**src/rtl/scan_pkg.sv**
```systemverilog
// Shared definitions for the scan sequencer: channel/select widths, FSM
// state encoding and the unmasked-channel priority search helpers.
package scan_pkg;

  localparam int SEL_W  = 3;
  localparam int NUM_CH = 8;

  typedef enum logic [1:0] {
    IDLE  = 2'd0,
    RUN   = 2'd1,
    DRAIN = 2'd2
  } state_e;

  // Result of a channel search: whether a candidate exists and which one.
  typedef struct packed {
    logic             found;
    logic [SEL_W-1:0] ch;
  } ch_pick_t;

  // Lowest channel whose mask bit is clear (frame start channel).
  function automatic ch_pick_t lowest_unmasked(input logic [NUM_CH-1:0] mask);
    ch_pick_t pick;
    pick = '0;
    // Scan downward so the last hit, i.e. the lowest index, wins.
    for (int i = NUM_CH - 1; i >= 0; i--) begin
      if (!mask[i]) begin
        pick.found = 1'b1;
        pick.ch    = SEL_W'(i);
      end
    end
    return pick;
  endfunction

  // Lowest unmasked channel strictly above cur; found=0 means the frame wraps.
  function automatic ch_pick_t higher_unmasked(input logic [NUM_CH-1:0] mask,
                                               input logic [SEL_W-1:0]  cur);
    ch_pick_t pick;
    pick = '0;
    for (int i = NUM_CH - 1; i >= 0; i--) begin
      if (!mask[i] && (i > int'(cur))) begin
        pick.found = 1'b1;
        pick.ch    = SEL_W'(i);
      end
    end
    return pick;
  endfunction

endpackage

```
**src/rtl/scan_sequencer_tick_gen.sv**
```systemverilog
// Dwell prescaler: counts 0..DIV-1 while enabled and pulses tick on the
// last count. Held at zero while clr is high (sequencer idle).
module tick_gen #(
  parameter int DIV   = 16,
  parameter int CNT_W = 8
) (
  input  logic clk,
  input  logic nrst,
  input  logic clr,
  output logic tick
);

  localparam logic [CNT_W-1:0] LAST = CNT_W'(DIV - 1);

  logic [CNT_W-1:0] cnt_q;
  logic [CNT_W-1:0] cnt_d;

  // Tick marks the final cycle of a dwell; DIV=1 gives a tick every cycle.
  assign tick = !clr && (cnt_q == LAST);

  // Next prescaler value: restart after the last count or when cleared.
  always_comb begin
    // NOTE: every always_comb output gets a default first so no path leaves it unassigned (no latch).
    cnt_d = cnt_q + CNT_W'(1);
    if (clr || tick) begin
      cnt_d = '0;
    end
  end

  // Prescaler register.
  always_ff @(posedge clk or negedge nrst) begin
    if (!nrst) begin
      cnt_q <= '0;
    end else begin
      // NOTE: sequential state uses non-blocking assignment so all flops update from pre-edge values.
      cnt_q <= cnt_d;
    end
  end

endmodule

```
**src/rtl/scan_sequencer.sv**
```systemverilog
// Scan sequencer top: steps a 3-bit decoder select through channels 0..7,
// holding each for DIV clocks, in continuous or single-frame mode with a
// stop-at-frame-boundary drain. All outputs are registered.
// Optional feature macro SCAN_MASK_EN: adds ch_mask[7:0]; set bits skip
// channels, an all-ones mask blocks start and ends a running scan.
module scan_sequencer
  import scan_pkg::*;
#(
  parameter int DIV   = 16,
  parameter int CNT_W = 8
) (
  input  logic              clk,
  input  logic              nrst,
  input  logic              start,
  input  logic              stop,
  input  logic              one_shot,
`ifdef SCAN_MASK_EN
  input  logic [NUM_CH-1:0] ch_mask,
`endif
  output logic [SEL_W-1:0]  sel,
  output logic              sel_valid,
  output logic              frame_done,
  output logic              busy
);

  state_e            state_q, state_d;
  logic [SEL_W-1:0]  sel_q, sel_d;
  logic              one_shot_q, one_shot_d;
  logic              frame_done_q, frame_done_d;
  logic              sel_valid_q, sel_valid_d;
  logic              busy_q, busy_d;

  logic              tick;
  logic [NUM_CH-1:0] mask_w;
  ch_pick_t          low_pick;
  ch_pick_t          high_pick;

`ifdef SCAN_MASK_EN
  assign mask_w = ch_mask;
`else
  assign mask_w = '0;
`endif

  // Candidate channels for a frame start and for the next advance.
  assign low_pick  = lowest_unmasked(mask_w);
  assign high_pick = higher_unmasked(mask_w, sel_q);

  tick_gen #(
    .DIV   (DIV),
    .CNT_W (CNT_W)
  ) u_tick_gen (
    .clk  (clk),
    .nrst (nrst),
    .clr  (state_q == IDLE),
    .tick (tick)
  );

  // Next-state, channel advance and frame-end decisions.
  always_comb begin
    state_d      = state_q;
    sel_d        = sel_q;
    one_shot_d   = one_shot_q;
    frame_done_d = 1'b0;

    unique case (state_q)
      IDLE: begin
        sel_d = '0;
        // stop has priority over start; an all-masked frame never starts.
        if (start && !stop && low_pick.found) begin
          state_d    = RUN;
          sel_d      = low_pick.ch;
          one_shot_d = one_shot;
        end
      end

      RUN, DRAIN: begin
        if ((state_q == RUN) && stop) begin
          state_d = DRAIN;
        end
        if (tick) begin
          if (high_pick.found) begin
            sel_d = high_pick.ch;
          end else begin
            // Last channel of the frame just finished its dwell.
            frame_done_d = 1'b1;
            // A stop arriving on the wrap edge ends the scan with this frame.
            if ((state_q == DRAIN) || stop || one_shot_q || !low_pick.found) begin
              state_d = IDLE;
              sel_d   = '0;
            end else begin
              sel_d = low_pick.ch;
            end
          end
        end
      end

      default: begin
        state_d = IDLE;
        sel_d   = '0;
      end
    endcase

    sel_valid_d = (state_d != IDLE);
    busy_d      = (state_d != IDLE);
  end

  // FSM state, select and registered outputs.
  always_ff @(posedge clk or negedge nrst) begin
    if (!nrst) begin
      state_q      <= IDLE;
      sel_q        <= '0;
      one_shot_q   <= 1'b0;
      frame_done_q <= 1'b0;
      sel_valid_q  <= 1'b0;
      busy_q       <= 1'b0;
    end else begin
      state_q      <= state_d;
      sel_q        <= sel_d;
      one_shot_q   <= one_shot_d;
      frame_done_q <= frame_done_d;
      sel_valid_q  <= sel_valid_d;
      busy_q       <= busy_d;
    end
  end

  assign sel        = sel_q;
  assign sel_valid  = sel_valid_q;
  assign frame_done = frame_done_q;
  assign busy       = busy_q;

endmodule

```
**config.mk**
```make
export PLATFORM = sky130hd
export DESIGN_NAME = scan_sequencer
export DESIGN_NICKNAME = d
export VERILOG_FILES = /design/src/rtl/scan_pkg.sv /design/src/rtl/scan_sequencer_tick_gen.sv /design/src/rtl/scan_sequencer.sv
export SDC_FILE = /design/constraint.sdc
export NUM_CORES = 1
export LEC_CHECK = 0
export CAP_MARGIN = 20
export CORE_MARGIN = 4
export CORE_UTILIZATION = 40
export DETAILED_ROUTE_END_ITERATION = 7
export PLACE_DENSITY = 0.58
export SLEW_MARGIN = 20
export SYNTH_ARGS = -nofsm -noshare
export SYNTH_HDL_FRONTEND = slang
export SYNTH_SLANG_ARGS = --single-unit
```
**constraint.sdc**
```tcl
create_clock -name clk -period 5.1 [get_ports clk]
set_input_delay 0.765 -clock clk [delete_from_list [all_inputs] [get_ports clk]]
set_output_delay 0.765 -clock clk [all_outputs]
set_load 0.05 [all_outputs]
```
Word-level counts from Yosys, hierarchy flattened
Cells that the tools add are included.
{ "totals": {"output_inout_bits": 6, "regBits": 16} }
{ "classes": {"n_eq_ne": 4, "n_lt_le_gt_ge": 7, "n_mux": 20, "n_addsub": 1, "n_reduce_logical": 12} }
{ "op_table": {"columns": ["cell", "count"], "rows": [
  ["4-bit two-way mux", 7],
  ["3-bit greater-than comparator (first input constant)", 4],
  ["2-bit two-way mux", 5],
  ["3-bit two-way mux", 3],
  ["8-bit by 1-bit adder with 8-bit output (second input constant)", 1],
  ["8-bit by 4-bit == test with 1-bit output (second input constant)", 1],
  ["8-bit two-way mux", 1],
  ["2-bit by 3-bit greater-than comparator with 1-bit output (first input constant)", 2],
  ["2-bit one-hot mux with 2 select lines", 1],
  ["1-bit by 3-bit greater-than comparator with 1-bit output (first input constant)", 1],
  ["1-bit logical AND", 3],
  ["1-bit logical OR", 3],
  ["1-bit two-way mux", 3],
  ["2-bit by 1-bit == test with 1-bit output (second input constant)", 1],
  ["2-bit == test (second input constant)", 1],
  ["1-bit zero test", 2],
  ["2-bit zero test", 1],
  ["2-bit by 1-bit != test with 1-bit output (second input constant)", 1],
  ["2-bit AND reduction", 1],
  ["2-bit nonzero test", 1],
  ["2-bit OR reduction", 1]
]} }

Depth between registers and ports, before layout
Gate-level depths: netlist of the first run.
{ "depth": {"ltp_word": 12, "mapped_depth": 7, "ltp_nobuf": 6} }

By module
From an unflattened synthesis of the first run, not the netlist that was laid out.
{ "hier_totals": {"cells_unflattened": 91, "hier_area_um2": 909.6} }
{ "modules_own_cells": {"columns": ["mod", "area_each_um2", "instances", "seq_area_each_um2", "cells_per_inst"], "rows": [
  ["scan_sequencer", 529.3, 1, 200.2, 52],
  ["tick_gen", 380.4, 1, 200.2, 39]
]} }

Least setup slack after synthesis of the first run
OpenSTA, ideal clock, no wires.
{ "synth_path": {"path_type": "reg2reg", "startpoint": "reg sel_q[0] (netlist: sel[0])", "endpoint": "reg busy_q (netlist: busy)", "path_stages_with_launch": 8, "synth_period_minus_slack_ns": 1.962, "path_slack_ns": 3.138, "path_buffers": 1, "arrival_ns": 1.875, "path_cell_list": "dfrtp_1 > clkbuf_1 > inv_1 > ha_1 > a21oi_1 > nor2_1 > a31o_2 > a22oi_1"} }
{ "synth_between": {"elab_chain_cells": 12} }
{ "synth_lines": {"columns": ["item", "line", "text"], "rows": [
  ["start, declared", "scan_sequencer.sv:27", "logic [SEL_W-1:0] sel_q, sel_d;"],
  ["start signal, assigned", "scan_sequencer.sv:118", "sel_q <= sel_d;"],
  ["3-bit greater-than comparator", "scan_pkg.sv:40", "if (!mask[i] && (i > int'(cur))) begin"],
  ["4-bit two-way mux (6 in series)", "scan_pkg.sv:40", null],
  ["4-bit two-way mux (*)", "scan_pkg.sv:40", null],
  ["2-bit two-way mux (*)", "scan_sequencer.sv:81", "if (high_pick.found) begin"],
  ["2-bit two-way mux (*)", "scan_sequencer.sv:80", "if (tick) begin"],
  ["2-bit one-hot mux with 2 select lines (*)", "scan_sequencer.sv:65", "unique case (state_q)"],
  ["2-bit nonzero test (*)", "scan_sequencer.sv:104", "busy_d = (state_d != IDLE);"],
  ["via busy_d", "scan_sequencer.sv:31", "logic busy_q, busy_d;"],
  ["end signal, assigned", "scan_sequencer.sv:122", "busy_q <= busy_d;"],
  ["end, declared", "scan_sequencer.sv:31", null]
]} }
The timed path passes the listed nets; every way through them passes the cells marked *.
A chain may end at the register's enable or synchronous reset.

Final worst setup path of the first run
{ "layout_path": {"startpoint": "reg sel_q[0] (netlist: sel[0])", "endpoint": "out sel[0]"} }
{ "layout_rtl": {"columns": ["item", "line", "text"], "rows": [
  ["end, declared", "scan_sequencer.sv:20", "output logic [SEL_W-1:0] sel,"]
]} }
No word-level cell between the ends.

==> results of run 1 <==
[cells by family (layout without fill, tap and decap cells)]
group                    Yosys count  after routing  synth area share, %
AND/OR/NAND/NOR                   36             36                 19.5
flip-flops                        16             16                 41.9
adder cells (fa/ha/maj)            8              8                 10.5
multiplexers                       2              2                 2.23
XOR/XNOR                           7              7                 6.41
AO/OA/AOI/OAI                     18             18                 15.6
buffers and inverters              9             20                 3.93
[layout by cell type, fill, tap and decap left out, types with 3 or more instances in the layout]
cell | Yosys | final
nor2_1 | 12 | 12
inv_1 | 6 | 6
and3_1 | 3 | 3
nor3_1 | 3 | 3
xor2_1 | 3 | 3
dfrtp_1 | 16 | 16
clkbuf_4 | 0 | 3
xnor2_1 | 4 | 4
nand2b_1 | 3 | 3
a21oi_1 | 3 | 3
nand3_1 | 3 | 3
ha_1 | 8 | 8
clkdlybuf4s50_1 | 0 | 10
nand2_1 | 4 | 4
[state kept, by name, summed over array words and instances, names as in the netlist]
name              count
state_q               2
u_tick_gen.cnt_q      8
busy                  1
one_shot_q            1
sel                   3
frame_done            1
[worst max path at each step]
stage | start | endpoint | depth (start not counted)
finish | sel[0]$_DFFE_PN0P_ | sel[0] | 1
global route | sel[0]$_DFFE_PN0P_ | sel[0] | 1
CTS | sel[0]$_DFFE_PN0P_ | sel[0] | 1
detailed placement | stop | busy$_DFF_PN0_ | 4
global placement | sel[0]$_DFFE_PN0P_ | sel[0] | 1
floorplan | sel[0]$_DFFE_PN0P_ | busy$_DFF_PN0_ | 7
[per-stage QoR]
| stage | total power [mW] | instance area (sq um) | utilization, % | instances |
|---|---|---|---|---|
| finish | 0.460 | 1110 | 49.8 | 135 |
| global route | 0.498 | 1110 | 49.8 | 135 |
| CTS | 0.467 | 1110 | 49.8 | 135 |
| detailed placement | 0.382 | 1080 | 48.2 | 131 |
| global placement | 0.380 | 1080 | 48.2 | 131 |
| floorplan | 0.329 | 956 | - | 96 |
[per-layer routing]
metal | share of wire (%) | global-route usage (%)
met2 | 50 | 19.4
met4 | 0.70 | 3.97
met3 | 2.2 | 2.76
met5 | 0 | 0
met1 | 47 | 13.8
[area by class of cell]
cell class              count  area (sq um)  area share, %
multi-input cells          71           518           46.6
well taps                  28          35.0           3.15
inverters                   6          22.5           2.02
repair buffers             10           100           9.00
flip-flops and latches     16           400           36.0
clock buffers               4          36.3           3.26
[power by group]
part / switching (mW) / total (mW) / internal [mW]
sequential: 0.0205 / 0.172 / 0.151
combinational: 0.124 / 0.205 / 0.0811
clock: 0.0403 / 0.0837 / 0.0434
==> impl_results.md, run 1 <==
- Run status: complete, no violations
- Cell type with the highest aggregate area in the netlist: dfrtp_1
- Type of the worst setup path: flip-flop to output pin
- CTS Hold Bufs: 0
- Fraction of final layout cells sized beyond drive strength 1: 9.35%
- Number of distinct standard cells referenced by the synthesized netlist: 34
- Area growth syn-to-layout: 16.4%
- Core footprint: 0.00223 sq mm
- Number of sinks on the clock net: 16
- Clk_skew: 5.98 ps
- Number of instances in the synthesized netlist: 96
- Most common flop cell mapped by yosys: dfrtp_1
- Maximum clock path buffer count: 2
- Post-cts sizing count: 0
- Power per Cell Area: 414 mW/mm^2
- Share of the synthesized area in the top cell type: 41.9%
- Static leakage: 0.489 nW
- Final-stage net count: 121
- Std cell rows: 17
- Fillers: 221
- Congestion Overflow GR: 0
- Period utilization: 48.0%
- Average vias per placed instance: 5.19
- Global-route wire length before repair: 2.91 mm
- Mapped Nets: 109
- Highest cell delay on the worst timing path: 870 ps
- Post-CTS setup repair buffer count: 0
- Hold/Removal Path Class: flip-flop to flip-flop
- Cell with the most instances after synthesis: dfrtp_1
- Cell class contributing the biggest share of worst-path delay: buffers and inverters
- Worst reg-to-reg setup slack: 3310 ps
- Number of buffers added on ports: 10
- Max Slew Vio Count: 0
- HPWL after detailed placement: 1.30 mm
- Initial core utilization: 42.8%
- Drt first-iter violations: 7
- Signal arrival time at the worst endpoint: 1680 ps
- Setup Slack @ Placement: 2970 ps
- Worst hold path stage count: 1
- Count of flip-flops with a built-in enable after synthesis: 0
- Via count of the first global-routing pass: 667
- Commonest cells in the synthesized netlist: dfrtp_1, nor2_1, ha_1
- Overall Global Routing Usage: 11.4%
- Total setup violations reported at the end of the flow: 0
- Length in cells of the worst reg-to-reg path: 4
- Via total after detailed routing: 700
- CP max FO: 11
- R2R Path Start: u_tick_gen.cnt_q[5]$_DFF_PN0_
- Final critical delay including setup and external delays: 2450 ps
- Root buffer cell: clkbuf_4
- Die X-Extent: 56.9 um
- Synth async-reset ratio: 100%
- Setup_tns: 0 ps
- Sequential-to-total area share from yosys stat: 41.9%
- Final routed DRC violation total: 0
- Source of the worst hold timing path: u_tick_gen.cnt_q[0]$_DFF_PN0_
- Die height: 56.9 um
- Largest net degree at the start of global routing: 17
- Worst Hold Margin: 456 ps
- Seq cells post-synth: 16
- Clock slew seen by the registers of the worst setup and hold paths: 90 ps
- RR Endpoint: busy$_DFF_PN0_
- Average size of a mapped cell: 9.96 sq um
- Ports placed on the boundary: 11
- Max-cap violations: 0
- Initial antenna violation count: 0
- Critical Path Slowest Stage Cell: clkdlybuf4s50_1
- Bufs and invs on worst path: 1
- CP endpoint kind: output pin
- Leading post-synthesis cells by cell area: dfrtp_1, ha_1, nor2_1, xnor2_1, a2111oi_4
- Cell Chain, Critical Path: clkdlybuf4s50_1
- Fin worst setup slack: 2650 ps
- Number of clock buffers inserted by TritonCTS: 3
- Startpoint kind of the worst setup timing path: flip-flop
- Synthesis warning total: 0
- Number of detailed-routing iterations run before antenna repair: 4
- Full die area: 0.00324 sq mm
- ANT nets after route: 0
- Cell Area, Synth: 956 sq um
- Gpl congestion: 0.741
- Relative slew slack: 52.4%
- Timing-limited maximum frequency: 0.409 GHz
- CTS H-tree depth: 1
- Average routed wire per standard cell: 12.7 um
- Unrepaired setup endpoints after global routing: false
- Final WL: 1.71 mm
- Worst-case hold path end point: u_tick_gen.cnt_q[0]$_DFF_PN0_
- Diodes inserted: 0
- Worst Tran Pin Value: 712 ps
- Endpoints failing hold: 0
- Critical path required time: 4340 ps
- Source-to-sink clock delay at the later pin of the worst-skew pair: 280 ps
- Worst supply voltage drop on vdd: 0.237 mV
- Clock tree from TritonCTS: yes
Note: power is estimated with default switching activity, not from simulation.
==> run 2: changes to the inputs <==
--- a/config.mk
+++ b/config.mk
@@ -9,7 +9,7 @@
 export CORE_MARGIN = 4
 export CORE_UTILIZATION = 40
 export DETAILED_ROUTE_END_ITERATION = 7
-export PLACE_DENSITY = 0.58
+export PLACE_DENSITY = 0.6
 export SLEW_MARGIN = 20
 export SYNTH_ARGS = -nofsm -noshare
 export SYNTH_HDL_FRONTEND = slang
==> constraint.sdc (replaced) <==
create_clock -name clk -period 1.96 [get_ports clk]
set_input_delay 0.294 -clock clk [delete_from_list [all_inputs] [get_ports clk]]
set_output_delay 0.294 -clock clk [all_outputs]
set_load 0.05 [all_outputs]
==> run 2 against run 1 <==
Flip-flop and latch count is the same. Clock power grew to 2.6 times the previous value. Core utilization grew 0.28 points. Hold slack lost 130 ps. Largest power group unchanged. Critical endpoint unchanged. Clock skew shrank 2.9 ps. Global-route usage grew 1.3 points. Die area is the same. Largest cell class unchanged. Critical path depth is the same. Wire length grew 1.6%. First-iteration DRC count grew to 2.6 times the previous value. Cell area grew 0.56%.
==> impl_results.md, run 2 (synthesized netlist as in run 1, its figures left out) <==
- Core footprint: 0.00223 sq mm (unchanged)
- Most common library cell in the layout ignoring fill and taps: dfrtp_1
- Worst Hold Margin: 322 ps (-134 ps)
- Max Slew Vio Count: 0 (unchanged)
- Most used cells in the layout excluding fill and tap cells: dfrtp_1, nor2_1, clkdlybuf4s50_1
- Worst supply voltage drop on vdd: 0.780 mV (+230%)
- Via count of the first global-routing pass: 726 (+8.8%)
- Final-stage net count: 122 (+0.83%)
- Diodes inserted: 0 (unchanged)
- Run status: complete, no violations
- Number of sinks on the clock net: 16 (unchanged)
- Initial core utilization: 42.8% (unchanged)
- CP endpoint kind: output pin
- Full die area: 0.00324 sq mm (unchanged)
- Non-filler cells in the finished layout: 136 (+0.74%)
- Internal power component: 0.719 mW (+160%)
- Static leakage: 0.494 nW (+1.1%)
- Global-route wire length before repair: 3.22 mm (+11%)
- Total length of routed met2 wires: 813 um (-5.5%)
- Signal arrival time at the worst endpoint: 1590 ps (-90 ps)
- Share of total power in combinational logic: 44.6% (about the same)
- CTS Hold Bufs: 0 (unchanged)
- Relative slew slack: 65.5% (+13 points)
- Top reg by flops: u_tick_gen.cnt_q
- Post-Route M1 WL: 825 um (+3.3%)
- Timing-limited maximum frequency: 0.531 GHz
- Die height: 56.9 um (unchanged)
- Die X-Extent: 56.9 um (unchanged)
- Worst Tran Pin Value: 516 ps (-196 ps)
- Register cell area after layout: 402 sq um (+0.31%)
- Drt first-iter violations: 18 (+11)
- Bufs and invs on worst path: 1 (unchanged)
- CTS H-tree depth: 1 (unchanged)
- CP max FO: 11 (unchanged)
- Root buffer cell: clkbuf_4
- Type of the worst setup path: flip-flop to output pin
- Congestion Overflow GR: 0 (unchanged)
- Flip-flop count of the largest register after layout: 8 (unchanged)
- Largest net degree at the start of global routing: 17 (unchanged)
- Ports placed on the boundary: 11 (unchanged)
- Number of clock buffers inserted by TritonCTS: 3 (unchanged)
- P_sw: 0.480 mW (+160%)
- Total setup violations reported at the end of the flow: 0 (unchanged)
- Post-CTS setup repair buffer count: 0 (unchanged)
- Cell Chain, Critical Path: clkdlybuf4s50_1
- Average vias per placed instance: 5.17 (-0.31%)
- Hold/Removal Path Class: input pin to asynchronous set/reset pin
- Total met3 wirelength after detailed routing: 82 um (+120%)
- Placed instance area: 0.00108 sq mm (+0.58%)
- Area occupied by multi-input gates: 518 sq um (unchanged)
- Std cell rows: 17 (unchanged)
- Final WL: 1.74 mm (+1.6%)
- Final routed DRC violation total: 0 (unchanged)
- Post-cts sizing count: 0 (unchanged)
- Fraction of final layout cells sized beyond drive strength 1: 12.0% (+2.7 points)
- Fin worst setup slack: 77.7 ps (-2580 ps)
- Number of placed cells counting well taps: 132 (+0.76%)
- Final critical delay including setup and external delays: 1880 ps
- Period utilization: 96.0%
- Cell class contributing the biggest share of worst-path delay: buffers and inverters
- Total power of the final layout: 1.20 mW (+160%)
- Fin area: 0.00112 sq mm (+0.56%)
- Overall Global Routing Usage: 12.7% (+1.3 points)
- HPWL after detailed placement: 1.35 mm (+3.8%)
- Max-cap violations: 0 (unchanged)
- Area growth syn-to-layout: 17.0%
- Clock tree from TritonCTS: yes
- Power share of the clock group: 18.0% (-0.2 points)
- Power per Cell Area: 1070 mW/mm^2 (+160%)
- Number of detailed-routing iterations run before antenna repair: 4 (unchanged)
- Net Sw Frac: 40.1% (about the same)
- Final standard cell utilization of the core: 50.1% (+0.28 points)
- Gpl congestion: 0.789 (+6.5%)
- Critical path required time: 1670 ps (-2670 ps)
- Average routed wire per standard cell: 12.8 um (+0.89%)
- Maximum clock path buffer count: 2 (unchanged)
- ANT nets after route: 0 (unchanged)
- Source-to-sink clock delay at the later pin of the worst-skew pair: 280 ps (about the same)
- Clock slew seen by the registers of the worst setup and hold paths: 90 ps (about the same)
- Via total after detailed routing: 703 (+0.43%)
- Highest cell delay on the worst timing path: 830 ps (-40 ps)
- Number of buffers added on ports: 10 (unchanged)
- Register share of total power: 37.4% (about the same)
- Clk_skew: 3.06 ps (-2.93 ps)
- Fillers: 205 (-7.2%)
- Unrepaired setup endpoints after global routing: false
- Startpoint kind of the worst setup timing path: flip-flop
- Setup_tns: 0 ps (unchanged)
- Setup Slack @ Placement: 202 ps (-2770 ps)
- Endpoints failing hold: 0 (unchanged)
- Critical Path Slowest Stage Cell: clkdlybuf4s50_1
- Top Layer Used: met4
- Initial antenna violation count: 0 (unchanged)
run 2: layout make-up:
cell class | count | area share (%)
clock buffers | 4 | 3.24
inverters | 6 | 2.01
multi-input cells | 71 | 46.3
flip-flops and latches | 16 | 35.9
well taps | 28 | 3.13
repair buffers | 11 | 9.40
run 2: power groups by stage:
stage               Clock (mW)  Sequential, mW  Combinational, mW
floorplan                    0           0.471              0.384
finish                   0.216           0.449              0.534
global placement             0           0.450              0.532
global route             0.239           0.459              0.604
CTS                      0.225           0.449              0.537
detailed placement           0           0.456              0.535
run 2: path summary, 6_finish.rpt:
| kind | start | to | slack (ps) | cells past startpoint |
|---|---|---|---|---|
| worst max-delay path | sel[0]$_DFFE_PN0P_ | sel[0] | 80 | 1 |
| worst min register to register | u_tick_gen.cnt_q[0]$_DFF_PN0_ | u_tick_gen.cnt_q[0]$_DFF_PN0_ | 460 | 1 |
| worst max register to register | state_q[1]$_DFF_PN0_ | busy$_DFF_PN0_ | 160 | 6 |
| max in group asynchronous | nrst | sel[0]$_DFFE_PN0P_ | 1440 | 2 |
| worst min-delay path | nrst | sel[2]$_DFFE_PN0P_ | 320 | 2 |
| min in group clk | u_tick_gen.cnt_q[0]$_DFF_PN0_ | u_tick_gen.cnt_q[0]$_DFF_PN0_ | 460 | 1 |
run 2: metal layers:
metal  vias to the layer above  track usage (%)
met4                         0             5.96
met1                       333             16.9
met2                        12             18.9
met3                         2             3.22
met5                         -                0
li1                        356                -
